### src/rtl/rd_stream.sv
// Handshaked radial-difference coder: raw, rotation-invariant
// or riu2 code from P inner/outer ring points.
module rd_stream #(
  parameter int FIXED = 24,
  parameter int P     = 8
) (
  input  logic               i_clk,
  input  logic               i_rst_n,
  input  logic               i_valid,
  output logic               o_ready,
  input  logic [P*FIXED-1:0] i_inner,
  input  logic [P*FIXED-1:0] i_outer,
  input  logic [FIXED-1:0]   i_thresh,
  input  logic [1:0]         i_mode,
  output logic               o_valid,
  input  logic               i_ready,
  output logic [P-1:0]       o_code
);

  localparam int NW = $clog2(P);
  localparam int CW = $clog2(P + 2);

  typedef enum logic [1:0] {
    IDLE,
    EVAL,
    ROT,
    OUT
  } state_t;

  state_t        state;
  logic [1:0]    mode_q;
  logic [P-1:0]  bits;
  logic [P-1:0]  cur;
  logic [P-1:0]  best;
  logic [NW-1:0] cnt;

  logic [P-1:0]  cmp;
  logic [P-1:0]  rot;
  logic [P-1:0]  rmin;
  logic [P-1:0]  riu2;
  logic [CW-1:0] ones;
  logic [CW-1:0] trans;

  // Sum kept one bit wider so inner + thresh never wraps.
  for (genvar g = 0; g < P; g++) begin : g_cmp
    logic [FIXED:0] lim;
    assign lim = {1'b0, i_inner[g*FIXED +: FIXED]}
               + {1'b0, i_thresh};
    assign cmp[g] = {1'b0, i_outer[g*FIXED +: FIXED]} > lim;
  end

  assign rot  = {cur[0], cur[P-1:1]};
  assign rmin = (rot < best) ? rot : best;

  always_comb begin
    ones  = '0;
    trans = '0;
    for (int i = 0; i < P; i++) begin
      ones  = ones + CW'(bits[i]);
      trans = trans + CW'(bits[i] ^ bits[(i + 1) % P]);
    end
    riu2 = (trans <= CW'(2)) ? P'(ones) : P'(P + 1);
  end

  assign o_ready = (state == IDLE);

  always_ff @(posedge i_clk or negedge i_rst_n) begin
    if (!i_rst_n) begin
      state   <= IDLE;
      mode_q  <= '0;
      bits    <= '0;
      cur     <= '0;
      best    <= '0;
      cnt     <= '0;
      o_valid <= 1'b0;
      o_code  <= '0;
    end else begin
      unique case (state)
        IDLE: begin
          if (i_valid) begin
            bits   <= cmp;
            cur    <= cmp;
            best   <= cmp;
            cnt    <= '0;
            mode_q <= i_mode;
            state  <= (i_mode == 2'd1) ? ROT : EVAL;
          end
        end
        EVAL: begin
          o_code  <= (mode_q == 2'd2) ? riu2 : bits;
          o_valid <= 1'b1;
          state   <= OUT;
        end
        ROT: begin
          cur  <= rot;
          best <= rmin;
          cnt  <= cnt + NW'(1);
          if (cnt == NW'(P - 2)) begin
            o_code  <= rmin;
            o_valid <= 1'b1;
            state   <= OUT;
          end
        end
        OUT: begin
          if (i_ready) begin
            o_valid <= 1'b0;
            state   <= IDLE;
          end
        end
        default: state <= IDLE;
      endcase
    end
  end

endmodule

### config.mk
export PLATFORM = sky130hd
export DESIGN_NAME = rd_stream
export DESIGN_NICKNAME = d
export VERILOG_FILES = /design/src/rtl/rd_stream.sv
export SDC_FILE = /design/constraint.sdc
export NUM_CORES = 1
export LEC_CHECK = 0
export ABC_AREA = 1
export CORE_ASPECT_RATIO = 0.8
export CORE_MARGIN = 4
export CORE_UTILIZATION = 47
export DETAILED_ROUTE_END_ITERATION = 10
export PLACE_DENSITY = 0.8
export SLEW_MARGIN = 20
export SYNTH_ARGS = -nofsm -noshare
export SYNTH_HDL_FRONTEND = slang
export SYNTH_SLANG_ARGS = --single-unit
export TNS_END_PERCENT = 1
### constraint.sdc
create_clock -name i_clk -period 3.4 [get_ports i_clk]
set_input_delay 0.68 -clock i_clk [delete_from_list [all_inputs] [get_ports i_clk]]
set_output_delay 0.68 -clock i_clk [all_outputs]
set_load 0.03 [all_outputs]
==> metrics.yaml, run 1 <==
fin_cells: 3844
ys_top_cells_by_count: "nand2_1, ha_1, a21oi_1, inv_1, nor2_1"
skew_ns: 0.004805
fmax_ghz: 0.2664
holdBufCountCts: 0
final.period_utilization_pct: 110.4
io_buffers: 423
cts_root_buf: "clkbuf_16"
cp-start-kind: "primary input"
ys_ff_latch: 40
pin_count: 424
initial_utilization_pct: 47.63
grt_overflow: 0
avgViaCountPerCell: 5.701
routed_wl_microns: 78580
die_h_microns: 175.8
rows: 61
clk_path_buf_depth: 2
nets: 4192
dpl.hpwl_microns: 63340
path_clk_slew_ns: 0.07
synthTopCellsByArea: "ha_1, nand2_1, a21oi_1, dfrtp_1, xnor2_1"
syn_inst: 2395
place.gp.congestion: 0.9834
fin_hold_ws_ns: 0.4831
async_reset_ff_share_pct: 100.0
hold_viol_final: 0
grt_pass1_wl_microns: 117700
drcViolationCount: 0
numCtsBuffers: 5
grt_pass1_vias: 22170
layout-drive-gt1-share_pct: 27.98
finalPower_w: 0.009653
yosysMostFrequentCell: "nand2_1"
hold_path_class: "reg2reg"
end_kind: "flip-flop"
grt_use_total_pct: 38.67
cap_violations: 0
cp.arrival_ns: 3.96
violations: "setup timing"
fillCellCount: 2464
worst-path-max-fanout: 8
dr.pass1.iters: 6
synth.largest_area_cell: "ha_1"
slew_headroom_pct: 35.08
fp.coreArea_sq_um: 34730
final_util_pct: 79.24
place_ws_ns: -0.9485
rsz0062_at_grt: "yes"
synth.yosys.seq_area_share_pct: 6.051
power_density_nw_per_um2: 350.8
synth-edff-count: 0
yosys_most_used_dff: "dfrtp_1"
synth_nets: 3229
synth_cell_types: 54
avgRoutedWirePerCell_microns: 20.44
syn2layout_area_growth_pct: 66.36
clock-sinks: 40
worstSkewPairLatency_ns: 0.29
drt_iter0_markers: 1913
setup_viol: 26
antenna_found_initial: 22
avgSynthCellArea_sq_um: 6.906
vias: 21910
worst_slew_pin_slew_ns: 0.9736
fp.dieW_microns: 217.7
min_period_ns: 3.753
yosysWarnings: 0
p_leak_nw: 13.14
slew_violations: 0
timing.final.ws_setup_ns: -0.3531
yosysTopAreaCellShare_pct: 30.64
cts_tree: "done"
die_area_sq_um: 38280
cp.required_ns: 3.61
synth_area_sq_um: 16540
htree_levels: 2
worstSetupPathType: "in2reg"
drtAntennaViolNets: 0
place_inst: 3789
peakVddDrop_mv: 0.3060
status: "finished, violations left"
grt_max_degree: 41
path summary, 6_finish.rpt:
kind                                   from        end  slack [ns]  cells past startpoint
worst max-delay path            i_thresh[9]    best[4]       -0.35                     22
worst min-delay path                best[1]    best[1]        0.48                      2
worst max register to register      bits[0]  o_code[2]       -0.15                     12
worst min register to register      best[1]    best[1]        0.48                      2
max in group asynchronous           i_rst_n    bits[0]        2.22                      1
min in group asynchronous           i_rst_n    o_valid        0.52                      1
layer usage:
layer,GRT usage (%),vias to the layer above,part of all wire (%)
li1,-,10280,-
met1,46.37,10150,39
met2,64.02,1123,44
met3,8.025,337,9.4
met4,22.85,20,7.4
met5,0,-,0.17
cells in the final DEF, fill, tap and decap left out, drive strengths merged, types with 3 or more instances in the layout:
cell type	count
ha	405
clkdlybuf4s50	388
o211ai	3
dfrtp	40
nor3	19
o21a	11
inv	214
nor4	9
fa	15
o22a	3
o31ai	5
a21oi	311
nand4	59
dlymetal6s2s	8
nand2	559
diode	13
dlygate4sd2	24
o21ai	143
or2	3
buf	545
nand3b	17
a21boi	7
a21o	13
xor2	80
nor2	204
a211oi	11
o21bai	25
nand3	98
xnor2	103
a31oi	18
clkbuf	5
registers in the layout, indices dropped and copies added, names as in the netlist:
signal,cells
state,2
best,8
cur,8
cnt,3
bits,8
o_code,8
mode_q,2
o_valid,1
area by class of cell:
| class | count | area [sq um] | share of cell area, % |
|---|---|---|---|
| Antenna cell | 13 | 32.53 | 0.1182 |
| Clock buffer | 5 | 125.1 | 0.4547 |
| Clock inverter | 3 | 46.29 | 0.1682 |
| Inverter | 213 | 799.5 | 2.905 |
| Multi-Input combinational cell | 2133 | 16250 | 59.06 |
| Sequential cell | 40 | 1003 | 3.647 |
| Tap cell | 472 | 590.6 | 2.146 |
| Timing Repair Buffer | 965 | 8668 | 31.50 |
critical path, cell delays in order:
cell             delay (ns)
clkdlybuf4s50_1        0.50
buf_12                 0.21
buf_12                 0.13
ha_4                   0.20
a21oi_2                0.15
o21ai_0                0.12
a21oi_1                0.18
nand2_2                0.11
nand2_2                0.07
nand2_2                0.07
nand2_1                0.06
nand2_1                0.06
xor2_1                 0.16
ha_1                   0.31
nand2_1                0.08
nor3_2                 0.19
nand2_1                0.08
nand2_1                0.08
nand2_1                0.06
nand2_2                0.10
nand4_1                0.15
a21oi_1                0.19
metrics by stage:
stage / TNS, ns / cell area, sq um
2_1_floorplan: 0 / 16550
3_3_place_gp: -17.79 / 25390
3_5_place_dp: -20.62 / 25390
4_1_cts: -5.276 / 27160
5_1_grt: -11.41 / 27510
6_report: -6.571 / 27520
power by group:
group          internal, W  leakage [nW]  switching [W]  total, W
logic              0.00371          12.6        0.00444   0.00815
registers         0.000709         0.488       0.000229  0.000938
clock network     0.000349        0.0805       0.000214  0.000563
total              0.00477          13.1        0.00488   0.00965
kinds of logic after synthesis:
logic type	share of synthesized area [%]
adders and majority gates	32.45
muxes	0.06807
DFF	6.051
and+or+nand+nor	26.23
AOI/OAI and AO/OA	20.37
buffers and inverters	5.091
xor gates and xnor gates	9.735
repair_timing:
| action | in CTS | in global routing |
|---|---|---|
| pin swaps | 130 | 29 |
| setup buffers | 30 | 3 |
| gates cloned | 1 | 0 |
| endpoints found under the setup margin | 27 | 28 |
| gates resized for setup | 260 | 62 |
(Power assumes the default switching activity.)
==> run 2, diff against run 1 <==
CTS_CLUSTER_DIAMETER = 60   (was default)
CTS_CLUSTER_SIZE = 10   (was default)
==> results of run 2 <==
No change in the layout: final DEF, timing and power equal those of run 1.
==> patch: new RTL, config.mk and constraints of run 2 <==
Change the parameter `FIXED` from 24 to 12.
--- a/src/rtl/rd_stream.sv
+++ b/src/rtl/rd_stream.sv
@@ -3,3 +3,3 @@
 module rd_stream #(
-  parameter int FIXED = 24,
+  parameter int FIXED = 12,
   parameter int P     = 8
Interface: changed (resized i_inner, i_outer and i_thresh); port bits go from 424 to 220. The function was not compared with the original's and may differ.
==> patch against run 2 <==
  * Area after synthesis is 44% lower
  * Largest cell class unchanged
  * Power decreased by 30%
  * Clock power rose by 24%
  * Worst setup slack improved by 0.40 ns
  * Sequential cell count unchanged
  * Routed wire length fell by 57%
  * Worst hold slack better by 0.0029 ns
  * Design area shrank 49%
==> patch: results (changes against run 2) <==
setup_path:
  arrival_ns: 3.56  # -0.40 ns
  worstPathMaxFanout: 3  # -5
  crit_family: "adder cells"
  critPathSlowestCell: "fa_1"
  r2r_slack_ns: 0.04  # +0.19 ns
  crit_path_max_incr_delay_ns: 0.52  # +0.02 ns
power_and_ir_drop:
  peakVddDrop_uv: 536  # +75%
  combPwrFrac_pct: 76.7  # -7.8 points
  p_leak_nw: 7.25  # -45%
  switching_share_pct: 48.8  # -1.8 points
global_route:
  grt.met3_usage_pct: 5.32  # -2.7 points
  antenna_found_initial: 3  # -86%
  grt_pass1_vias: 10800  # -51%
  grt.total_usage_pct: 29.4  # -9.3 points
  use_met2_pct: 50.5  # -13 points
logic_synthesis:
  synthTopCellsByCount: "nand2_1 (353), ha_1 (213), inv_1 (186)"
  synth_nets: 1795  # -44%
  synthTopCellsByArea: "ha_1 (29%), nand2_1 (14%), dfrtp_1 (11%), inv_1 (7.6%), a21oi_1 (5.5%)"
  ys_seq_area_share_pct: 10.9  # +4.8 points
  ys_types: 40  # -26%
worst_hold_path:
  hold_end: "best[6]"
  hold_start: "best[6]"
route:
  m1WireLength_um: 14100  # -54%
  drt-pass1-iter-count: 5  # -1
  viasPerCell: 5.30  # -7.1%
  wl_met3_um: 2880  # -61%
  wl_met2_um: 15700  # -54%
  routed_wl_um: 33800  # -57%
place:
  gp_congestion: 1.01  # +2.5%
  portBuffers: 219  # -48%
  post_dp_cell_area_um2: 13300  # -48%
sta:
  fin_skew_ns: 0.00322  # -0.00159 ns
  tightest_slew_ns: 0.921  # -0.0524 ns
  hold_slack_ns: 0.486  # +0.00292 ns
outcome:
  outcome: "finished clean"
cells_and_area:
  layout.cells.non_filler: 2043  # -47%
  drive_above_1_share_pct: 17.6  # -10 points
  fin_nets: 2221  # -47%
patch: changes by cell type after synthesis, sizes merged, moves of 19 or more:
cell,before,now
nand2,559,355
ha,405,213
xnor2,103,39
a21oi,311,107
inv,213,188
nand4,59,24
nand3,98,79
nor2,204,92
xor2,80,50
o21ai,143,58
patch: worst max path at each step:
| stage | slack, ns | from | to |
|---|---|---|---|
| detailed placement | -0.60 | i_thresh[0] | best[1] |
| floorplan | 0.16 | bits[0] | o_code[2] |
| finish | 0.04 | bits[0] | o_code[2] |
| CTS | -0.03 | i_thresh[1] | best[1] |
| global placement | -0.53 | i_thresh[0] | cur[2] |
| global route | -0.09 | i_thresh[7] | cur[7] |
patch: kinds of logic after synthesis:
family / count (synthesis) / share of synthesized area, %
AOI/OAI and AO/OA: 214 / 13.3
xor gates and xnor gates: 89 / 8.45
adders and majority gates: 228 / 32.2
buffers and inverters: 196 / 8.05
DFF: 40 / 10.9
muxes: 2 / 0.231
and+or+nand+nor: 588 / 26.9
patch: power by group through the flow:
| stage | clock (mW) | combinational, mW | sequential, mW |
|---|---|---|---|
| after global routing | 0.717 | 5.69 | 0.891 |
| after floorplan | 0 | 2.84 | 0.940 |
| final | 0.696 | 5.15 | 0.869 |
| after detailed placement | 0 | 4.52 | 0.857 |
| after CTS | 0.692 | 4.70 | 0.858 |
| after global placement | 0 | 4.35 | 0.852 |
patch: final cells by class:
class / instances / area [um^2]
repair buffers: 426 / 3830
flip-flops and latches: 40 / 1000
multi-input cells: 1121 / 7840
diodes: 1 / 2.50
inverters: 189 / 709
clock inverters: 3 / 90.1
well taps: 258 / 323
clock buffers: 5 / 125
fillers: 1480 / 5220
patch: what timing repair did:
item / CTS / global route
pin swaps: 16 / 38
cloned: 0 / 0
resized for setup: 32 / 83
setup endpoints to repair: 27 / 28
setup buffers: 1 / 3
